**src/rtl/cache_controller.sv**
```systemverilog
// -----------------------------------------------------------------------------
// cache_controller
//
// Purpose:
//   Single-outstanding-request controller in front of a cache and main memory.
//   Loads that hit return cache data. Loads that miss fetch from memory and
//   fill the cache (read-allocate). Stores are write-allocate into the cache
//   and write-through to memory. The controller also keeps saturating
//   hit/miss counters for loads.
//
// Ports:
//   clk, rst               clock; asynchronous active-high reset
//   cpu_req/we/addr/wdata  CPU request (accepted only in IDLE)
//   cpu_rdata, cpu_ready   load data and one-cycle completion pulse
//   cache_addr/wdata/we    cache access (address from the latched request)
//   cache_hit, cache_rdata cache lookup result for cache_addr
//   mem_req/we/addr/wdata  main-memory request, held until mem_ack
//   mem_ack, mem_rdata     memory completion and read data
//   hit_count, miss_count  saturating load statistics
// -----------------------------------------------------------------------------
module cache_controller #(
    parameter int DATA_WIDTH = 32,
    parameter int ADDR_WIDTH = 32,
    parameter int CNT_WIDTH  = 16
) (
    input  logic                  clk,
    input  logic                  rst,
    input  logic                  cpu_req,
    input  logic                  cpu_we,
    input  logic [ADDR_WIDTH-1:0] cpu_addr,
    input  logic [DATA_WIDTH-1:0] cpu_wdata,
    output logic [DATA_WIDTH-1:0] cpu_rdata,
    output logic                  cpu_ready,
    output logic [ADDR_WIDTH-1:0] cache_addr,
    output logic [DATA_WIDTH-1:0] cache_wdata,
    output logic                  cache_we,
    input  logic                  cache_hit,
    input  logic [DATA_WIDTH-1:0] cache_rdata,
    output logic                  mem_req,
    output logic                  mem_we,
    output logic [ADDR_WIDTH-1:0] mem_addr,
    output logic [DATA_WIDTH-1:0] mem_wdata,
    input  logic                  mem_ack,
    input  logic [DATA_WIDTH-1:0] mem_rdata,
    output logic [CNT_WIDTH-1:0]  hit_count,
    output logic [CNT_WIDTH-1:0]  miss_count
);

    typedef enum logic [2:0] {
        S_IDLE,
        S_COMPARE,
        S_MEM_READ,
        S_FILL,
        S_MEM_WRITE
    } state_t;

    state_t                r_state;
    state_t                w_state_next;

    logic [ADDR_WIDTH-1:0] r_addr;
    logic                  r_we;
    logic [DATA_WIDTH-1:0] r_wdata;
    logic [DATA_WIDTH-1:0] r_fill;
    logic [CNT_WIDTH-1:0]  r_hit_count;
    logic [CNT_WIDTH-1:0]  r_miss_count;

    logic                  w_accept;
    logic                  w_load_hit;
    logic                  w_load_miss;

    assign w_accept    = (r_state == S_IDLE) && cpu_req;
    assign w_load_hit  = (r_state == S_COMPARE) && !r_we && cache_hit;
    assign w_load_miss = (r_state == S_COMPARE) && !r_we && !cache_hit;

    // State register. Reset forces IDLE at once, which in turn drops
    // mem_req/cache_we/cpu_ready through the combinational decode below.
    always_ff @(posedge clk or posedge rst) begin
        if (rst) begin
            r_state <= S_IDLE;
        end else begin
            r_state <= w_state_next;
        end
    end

    // Request registers: the only source for cache/memory addresses and
    // write data, so the CPU is free to change its inputs after acceptance.
    always_ff @(posedge clk or posedge rst) begin
        if (rst) begin
            r_addr  <= '0;
            r_we    <= 1'b0;
            r_wdata <= '0;
        end else if (w_accept) begin
            r_addr  <= cpu_addr;
            r_we    <= cpu_we;
            r_wdata <= cpu_wdata;
        end
    end

    always_ff @(posedge clk or posedge rst) begin
        if (rst) begin
            r_fill <= '0;
        end else if ((r_state == S_MEM_READ) && mem_ack) begin
            r_fill <= mem_rdata;
        end
    end

    // Saturating statistics; stores never reach these conditions.
    always_ff @(posedge clk or posedge rst) begin
        if (rst) begin
            r_hit_count  <= '0;
            r_miss_count <= '0;
        end else begin
            if (w_load_hit && (r_hit_count != {CNT_WIDTH{1'b1}})) begin
                r_hit_count <= r_hit_count + 1'b1;
            end
            if (w_load_miss && (r_miss_count != {CNT_WIDTH{1'b1}})) begin
                r_miss_count <= r_miss_count + 1'b1;
            end
        end
    end

    // Next-state and output decode.
    always_comb begin
        w_state_next = r_state;
        cpu_ready    = 1'b0;
        cpu_rdata    = '0;
        cache_we     = 1'b0;
        cache_wdata  = '0;
        mem_req      = 1'b0;
        mem_we       = 1'b0;

        case (r_state)
            S_IDLE: begin
                if (cpu_req) begin
                    w_state_next = S_COMPARE;
                end
            end
            S_COMPARE: begin
                if (r_we) begin
                    // Write-allocate: the line is written whether or not it hit.
                    cache_we     = 1'b1;
                    cache_wdata  = r_wdata;
                    w_state_next = S_MEM_WRITE;
                end else if (cache_hit) begin
                    cpu_ready    = 1'b1;
                    cpu_rdata    = cache_rdata;
                    w_state_next = S_IDLE;
                end else begin
                    w_state_next = S_MEM_READ;
                end
            end
            S_MEM_READ: begin
                mem_req = 1'b1;
                if (mem_ack) begin
                    w_state_next = S_FILL;
                end
            end
            S_FILL: begin
                cache_we     = 1'b1;
                cache_wdata  = r_fill;
                cpu_ready    = 1'b1;
                cpu_rdata    = r_fill;
                w_state_next = S_IDLE;
            end
            S_MEM_WRITE: begin
                mem_req = 1'b1;
                mem_we  = 1'b1;
                if (mem_ack) begin
                    cpu_ready    = 1'b1;
                    w_state_next = S_IDLE;
                end
            end
            default: begin
                w_state_next = S_IDLE;
            end
        endcase
    end

    assign cache_addr = r_addr;
    assign mem_addr   = r_addr;
    assign mem_wdata  = r_wdata;
    assign hit_count  = r_hit_count;
    assign miss_count = r_miss_count;

endmodule

```
**config.mk**
```make
export PLATFORM = sky130hd
export DESIGN_NAME = cache_controller
export DESIGN_NICKNAME = d
export VERILOG_FILES = /design/src/rtl/cache_controller.sv
export SDC_FILE = /design/constraint.sdc
export NUM_CORES = 1
export LEC_CHECK = 0
export ABC_AREA = 1
export CAP_MARGIN = 20
export CORE_UTILIZATION = 25
export CTS_BUF_LIST = sky130_fd_sc_hd__clkbuf_8
export DETAILED_ROUTE_END_ITERATION = 6
export PLACE_DENSITY_LB_ADDON = 0.25
export SLEW_MARGIN = 20
export SYNTH_ARGS = -nofsm -noshare
export SYNTH_HDL_FRONTEND = slang
export SYNTH_SLANG_ARGS = --single-unit
```
**constraint.sdc**
```tcl
create_clock -name clk -period 5.5 [get_ports clk]
set_clock_uncertainty 0.2 [all_clocks]
set_input_delay 1.65 -clock clk [delete_from_list [all_inputs] [get_ports clk]]
set_output_delay 1.65 -clock clk [all_outputs]
set_load 0.03 [all_outputs]
```
==> results of run 1 <==
[how the worst min path moves through the flow]
stage / from / end / slack (ps) / cells past startpoint
after floorplan: r_fill[18] / r_fill[18] / 290 / 2
after global placement: cache_addr[19] / cache_addr[19] / 310 / 1
after detailed placement: cache_addr[17] / cache_addr[17] / 320 / 1
after CTS: cache_addr[17] / cache_addr[17] / 340 / 1
after global routing: cache_addr[17] / cache_addr[17] / 360 / 1
final: cache_addr[17] / cache_addr[17] / 330 / 1
[power by group through the flow]
stage	sequential (mW)	clock, mW	combinational [mW]
floorplan	2.19	0	1.65
global placement	1.68	0	3.58
detailed placement	1.69	0	3.58
CTS	1.67	0.908	3.59
global route	1.72	0.950	3.79
finish	1.66	0.866	3.54
[cell families after synthesis]
group	Yosys count
flops	132
xor+xnor	12
fa+ha+maj	2
buf+inv	148
compound gates	136
simple gates	307
mux	46
[cells in the final DEF, fill, tap and decap left out, drive strengths merged]
cell and count:
a21oi 51, buf 41, bufinv 2, clkbuf 19, clkdlybuf4s50 297, clkinv 3
clkinvlp 4, dfrtp 132, ha 2, inv 87, mux2 46, nand2 166
nand3 34, nand3b 3, nand4 11, nor2 91, nor3 2, o21ai 65
o21bai 1, o22ai 19, xnor2 8, xor2 4
[metrics by stage]
stage | cells | power, mW | hold WS [ps] | setup slack, ps
2_1_floorplan | 783 | 3.83 | 287 | 124
3_3_place_gp | 1391 | 5.25 | 312 | 465
3_5_place_dp | 1391 | 5.26 | 316 | 405
4_1_cts | 1423 | 6.17 | 338 | 395
5_1_grt | 1423 | 6.46 | 362 | 265
6_report | 1423 | 6.07 | 333 | 413
[layout make-up]
class / count / area, µm²
well taps: 335 / 419
flip-flops and latches: 132 / 3300
clock inverters: 13 / 148
fillers: 2694 / 15700
repair buffers: 338 / 3310
clock buffers: 19 / 262
multi-input cells: 503 / 2650
inverters: 83 / 317
[state kept, by name (all words and copies together), names as in the netlist]
signal / flops
miss_count: 16
r_fill: 32
mem_wdata: 32
hit_count: 16
r_state: 3
r_we: 1
cache_addr: 32
[per-layer routing]
layer | wire [µm] | part of all wire [%]
met5 | 0 | 0
met4 | 174 | 0.79
met3 | 1730 | 7.8
met2 | 11000 | 50
met1 | 9250 | 42
==> impl_metrics.json, run 1 <==
{
  "status": "finished, violations left",
  "violations": "design-rule violations",
  "syn-cell-area_um2": 6660,
  "reg2reg_from": "r_state[1]",
  "grt_max_degree": 74,
  "ant_nets": 0,
  "synth-seq-area-share_pct": 49.6,
  "p_leak_nw": 4.52,
  "core_um2": 26100,
  "cp.required_ps": 3650,
  "dp.final_hpwl_um": 16300,
  "syn_avg_cell_area_um2": 8.51,
  "drt_pass1_iterations": 7,
  "row_count": 59,
  "chipWidth_um": 165,
  "syn_nets": 919,
  "synth_top_family_by_area": "simple AND/OR/NAND/NOR gates",
  "vias": 6230,
  "cts_tree": "done",
  "p_int_mw": 3.23,
  "gr-total-overflow": 0,
  "io_pins": 330,
  "wire_per_inst_um": 15.6,
  "p_per_area_nw_per_um2": 583,
  "drc": 42,
  "path_delay_family": "buffers and inverters",
  "reg2reg_to": "hit_count[13]",
  "crit_path_end": "cpu_rdata[21]",
  "crit_slowest_cell": "clkdlybuf4s50_1",
  "clock-sinks": 132,
  "rsz0062_at_grt": "no",
  "die_height_um": 165,
  "design_area_um2": 10400,
  "yosys_warnings": 0,
  "drtIter0Drc": 313,
  "cts_inserted_buffers": 17,
  "n_antenna_cell": 0,
  "r2r_cells": 8,
  "setup_viol": 0,
  "relSlewSlack_pct": 35.7,
  "die_area_um2": 27300,
  "top_usage_layer": "met2",
  "cap_violations": 0,
  "htreeDepth": 4,
  "fmax_mhz": 197,
  "synthSimpleGateAreaFrac_pct": 19.0,
  "clk_latency_ps": 440,
  "grt_first_pass_wirelength_um": 33500,
  "crit_start": "cache_hit",
  "critPathLaunchType": "input pin",
  "cpPeakStageDelay_ps": 500,
  "synth_edf_count": 0,
  "synth_most_common_cell": "nand2_1",
  "use_met3_pct": 4.75,
  "hold_buffers": 0,
  "worstSetupPathType": "in -> out",
  "synth-main-ff-cell": "dfrtp_1",
  "layout-drive-gt1-share_pct": 12.3,
  "period_share_pct": 92.5,
  "crit_path_end_kind": "output port",
  "worstPathMaxFanout": 33,
  "synth_common_cells": "nand2_1 (165), dfrtp_1 (132), nor2_1 (88)",
  "viasPerCell": 4.38,
  "fin_util_pct": 39.8,
  "synth_cell_types": 27,
  "synthXorXnorAreaFrac_pct": 1.58,
  "start_util_pct": 25.5,
  "synthMuxAreaShare_pct": 7.77,
  "cp.depth": 6,
  "async_reset_ff_share_pct": 100,
  "min_period_ps": 5090,
  "cts_buffer_depth": 2,
  "area_growth_syn_to_layout_pct": 56.2,
  "met1_usage_pct": 19.8,
  "switching_share_pct": 46.7,
  "path_buf_inv": 3,
  "grt_pass1_vias": 5908,
  "pwr-share-comb_pct": 58.4,
  "grt_usage_pct": 16.2,
  "post_cts_resized": 0,
  "irDropWorstVdd_mv": 0.301,
  "tightest_slew_ps": 962,
  "ff2ff_setup_slack_ps": 3010,
  "wl_um": 22200,
  "clk_pin_slew_ps": 90,
  "finalNetCount": 1211,
  "tns_ps": 0,
  "post_cts_buffers": 0,
  "use_met2_pct": 27.6,
  "power_switching_mw": 2.84,
  "clockPowerShare_pct": 14.3,
  "synth-compound-area-share_pct": 10.8,
  "cts_root_buf": "clkbuf_8",
  "synth_top_area_share_pct": 49.6,
  "cp_cell_sequence": "clkdlybuf4s50_1 > nand3_2 > inv_2 > nand2_1 > o21ai_0 > buf_12",
  "io_buffers": 329,
  "hold_viol_final": 0,
  "cp_data_arrival_time_ps": 3240,
  "yosys.area.top_type": "dfrtp_1",
  "slew_viol_final": 0,
  "yosys-top-cells-area": "dfrtp_1 (50%), nand2_1 (9.3%), mux2_2 (7.8%), nor2_1 (5.0%), o21ai_0 (4.7%)",
  "synthAdderAreaFrac_pct": 0.376,
  "hold_class": "reg -> reg",
  "ys_ff_latch": 132,
  "placed_cell_area_um2": 10000,
  "syn_inst": 783,
  "p_seq_share_pct": 27.3,
  "antenna_found_initial": 0,
  "gp_congestion": 0.785
}
Power figures use the tool's default switching activity.
==> run 2, diff against run 1 <==
--- a/config.mk
+++ b/config.mk
@@ -11,7 +11,7 @@
 export CTS_BUF_LIST = sky130_fd_sc_hd__clkbuf_8
 export DETAILED_ROUTE_END_ITERATION = 6
 export PLACE_DENSITY_LB_ADDON = 0.25
-export SLEW_MARGIN = 20
+export SLEW_MARGIN = 10
 export SYNTH_ARGS = -nofsm -noshare
 export SYNTH_HDL_FRONTEND = slang
 export SYNTH_SLANG_ARGS = --single-unit
==> results of run 2 <==
Final layout, timing and power as in run 1 (identical DEF).
==> run 3, diff against run 2 <==
--- a/config.mk
+++ b/config.mk
@@ -5,7 +5,6 @@
 export SDC_FILE = /design/constraint.sdc
 export NUM_CORES = 1
 export LEC_CHECK = 0
-export ABC_AREA = 1
 export CAP_MARGIN = 20
 export CORE_UTILIZATION = 25
 export CTS_BUF_LIST = sky130_fd_sc_hd__clkbuf_8
==> run 3 against run 2 <==
  * The run now ends clean
  * Fmax down 1.4%
  * Clock power up 2.7%
  * Total power down 2.7%
  * Sequential share of layout area up 0.87 points
  * Count of clock-buffer cells in the layout up 1
  * Area after synthesis down 5.6%
  * Synthesized cell count down 38%
  * Setup slack worse by 72 ps
  * Non-clock buffer count up 1
  * Register-to-register slack better by 110 ps
  * Critical path type unchanged
  * Largest cell class unchanged
  * Largest power group unchanged
==> impl_metrics.json, run 3 <==
{
  "gr-total-overflow": 0,
  "pwr-share-comb_pct": 54.9,
  "syn_avg_cell_area_um2": 12.9,
  "setup_ws_ps": 341,
  "cap_violations": 0,
  "place_ws_ps": 334,
  "drt_pass1_iterations": 4,
  "async_reset_ff_share_pct": 100,
  "clockPowerShare_pct": 15.1,
  "switching_share_pct": 43.0,
  "antenna_found_initial": 0,
  "p_leak_nw": 4.22,
  "clock-sinks": 132,
  "syn_nets": 622,
  "crit_slowest_cell": "clkdlybuf4s50_1",
  "yosys-top-cells-area": "dfrtp_1 (53%), mux2_2 (17%), a22o_1 (8.9%), buf_4 (4.4%), xor2_1 (3.1%)",
  "tns_ps": 0,
  "vias": 5076,
  "synth_common_cells": "dfrtp_1 (132), mux2_2 (97), a22o_1 (64)",
  "relSlewSlack_pct": 53.4,
  "grt_pass1_vias": 5107,
  "fmax_mhz": 194,
  "die_area_um2": 25800,
  "tightest_slew_ps": 699,
  "yosys.area.top_type": "dfrtp_1",
  "most-common-layout-cells": "clkdlybuf4s50_1 (297), dfrtp_1 (132), mux2_2 (97), a22o_1 (64), buf_4 (35)",
  "hold_buffers": 0,
  "wl_um": 19600,
  "cp_cell_sequence": "clkdlybuf4s50_1 > nor2b_1 > o21ai_0 > a21bo_2 > clkdlybuf4s50_1",
  "gp_congestion": 0.758,
  "wire_per_inst_um": 17.5,
  "cp_data_arrival_time_ps": 3310,
  "area_growth_syn_to_layout_pct": 61.1,
  "clk_pin_slew_ps": 80,
  "syn_inst": 486,
  "post_cts_buffers": 0,
  "synth_most_common_cell": "dfrtp_1",
  "core_um2": 24500,
  "finalNetCount": 919,
  "hold_viol_final": 0,
  "syn-cell-area_um2": 6290,
  "layout_commonest_cell": "clkdlybuf4s50_1",
  "cp.required_ps": 3650,
  "cts_root_buf": "clkbuf_8",
  "min_period_ps": 5160,
  "start_util_pct": 25.7,
  "n_antenna_cell": 0,
  "hold_class": "reg -> reg",
  "cts_tree": "done",
  "synth-main-ff-cell": "dfrtp_1",
  "grt_first_pass_wirelength_um": 30300,
  "crit_path_end_kind": "output port",
  "io_buffers": 329,
  "crit_top_cell": "clkdlybuf4s50_1",
  "row_count": 57,
  "synth_cell_types": 37,
  "ff2ff_setup_slack_ps": 3120,
  "synth_edf_count": 0,
  "chipWidth_um": 161,
  "grt_max_degree": 74,
  "power_switching_mw": 2.54,
  "setup_viol": 0,
  "cts_buffer_depth": 2,
  "cpPeakStageDelay_ps": 660,
  "worstPathMaxFanout": 3,
  "synth_top_area_share_pct": 52.5,
  "synth-seq-area-share_pct": 52.5,
  "slew_viol_final": 0,
  "ant_nets": 0,
  "io_pins": 330,
  "p_int_mw": 3.37,
  "ys_ff_latch": 132,
  "grt_usage_pct": 15.3,
  "yosys_warnings": 0,
  "layout-drive-gt1-share_pct": 23.2,
  "nFillCells": 2369,
  "irDropWorstVdd_mv": 0.326,
  "viasPerCell": 4.53,
  "rsz0062_at_grt": "no",
  "cts_inserted_buffers": 17,
  "post_cts_resized": 0,
  "status": "finished clean",
  "clk_latency_ps": 440,
  "htreeDepth": 4,
  "critPathLaunchType": "input pin",
  "drc": 0,
  "dp.final_hpwl_um": 14200,
  "period_share_pct": 93.8,
  "p_per_area_nw_per_um2": 583,
  "die_height_um": 161,
  "worstSetupPathType": "in -> out",
  "p_seq_share_pct": 30.1,
  "drtIter0Drc": 167
}
==> run 3: cell count changes after synthesis, moves of 19 or more <==
cell | before | now
a21oi_1 | 51 | 2
a22o_1 | 0 | 64
inv_1 | 81 | 1
mux2_2 | 46 | 97
nand2_1 | 165 | 10
nand3_1 | 33 | 12
nor2_1 | 88 | 5
o21ai_0 | 63 | 5
o22ai_1 | 19 | 0
==> run 3: power by group through the flow <==
stage / Combinational, mW / Sequential, mW / Clock (mW)
5_1_grt: 3.39 / 1.84 / 0.969
4_1_cts: 3.28 / 1.79 / 0.930
3_5_place_dp: 3.27 / 1.80 / 0
3_3_place_gp: 3.25 / 1.80 / 0
6_report: 3.24 / 1.78 / 0.889
2_1_floorplan: 1.60 / 2.19 / 0
==> run 3: layout make-up <==
class,instances,area [µm²],share of cell area [%]
Sequential cell,132,3300,32.6
Tap cell,324,405,4.00
Multi-Input combinational cell,292,2610,25.8
Clock buffer,20,275,2.72
Inverter,1,8.76,0.0865
Clock inverter,12,154,1.52
Timing Repair Buffer,339,3380,33.3
==> run 3: cell families (layout without fill, tap and decap cells) <==
kind of cell | after synthesis | count (layout) | share of synthesized area, %
fa+ha+maj | 2 | 2 | 0.398
compound gates | 74 | 74 | 9.87
buf+inv | 62 | 372 | 6.25
simple gates | 88 | 88 | 9.17
mux | 100 | 100 | 17.9
xor+xnor | 28 | 28 | 3.90
flops | 132 | 132 | 52.5
==> run 3: through the flow <==
stage	area [µm²]	utilization, %	hold WS, ps	power, mW	cells
detailed placement	9700	39.7	284	5.07	1088
finish	10100	41.4	291	5.90	1120
CTS	10100	41.4	294	6.00	1120
global route	10100	41.4	298	6.21	1120
global placement	9700	39.7	282	5.06	1088
floorplan	6290	-	282	3.79	486
==> run 3: path summary, 6_finish.rpt <==
path,cells past startpoint,from,to
max in group asynchronous,3,rst,mem_wdata[15]
max,5,cache_hit,cpu_ready
max reg2reg,5,r_state[0],hit_count[1]
min reg2reg,1,hit_count[5],hit_count[5]
min in group asynchronous,2,rst,cache_addr[10]
min,1,hit_count[5],hit_count[5]
==> run 3: critical path: cells and delay by family <==
family	cells	cell delay [ps]
buf+inv	2	1130
simple gates	1	230
compound gates	2	300
==> run 3: metal layers <==
layer	track usage (%)	wire length (µm)	part of all wire [%]	vias to the layer above
li1	-	-	-	2361
met1	18.7	8260	42	2494
met2	26.0	9680	49	208
met3	4.39	1470	7.5	13
met4	4.24	232	1.2	0
met5	0	0	0	-
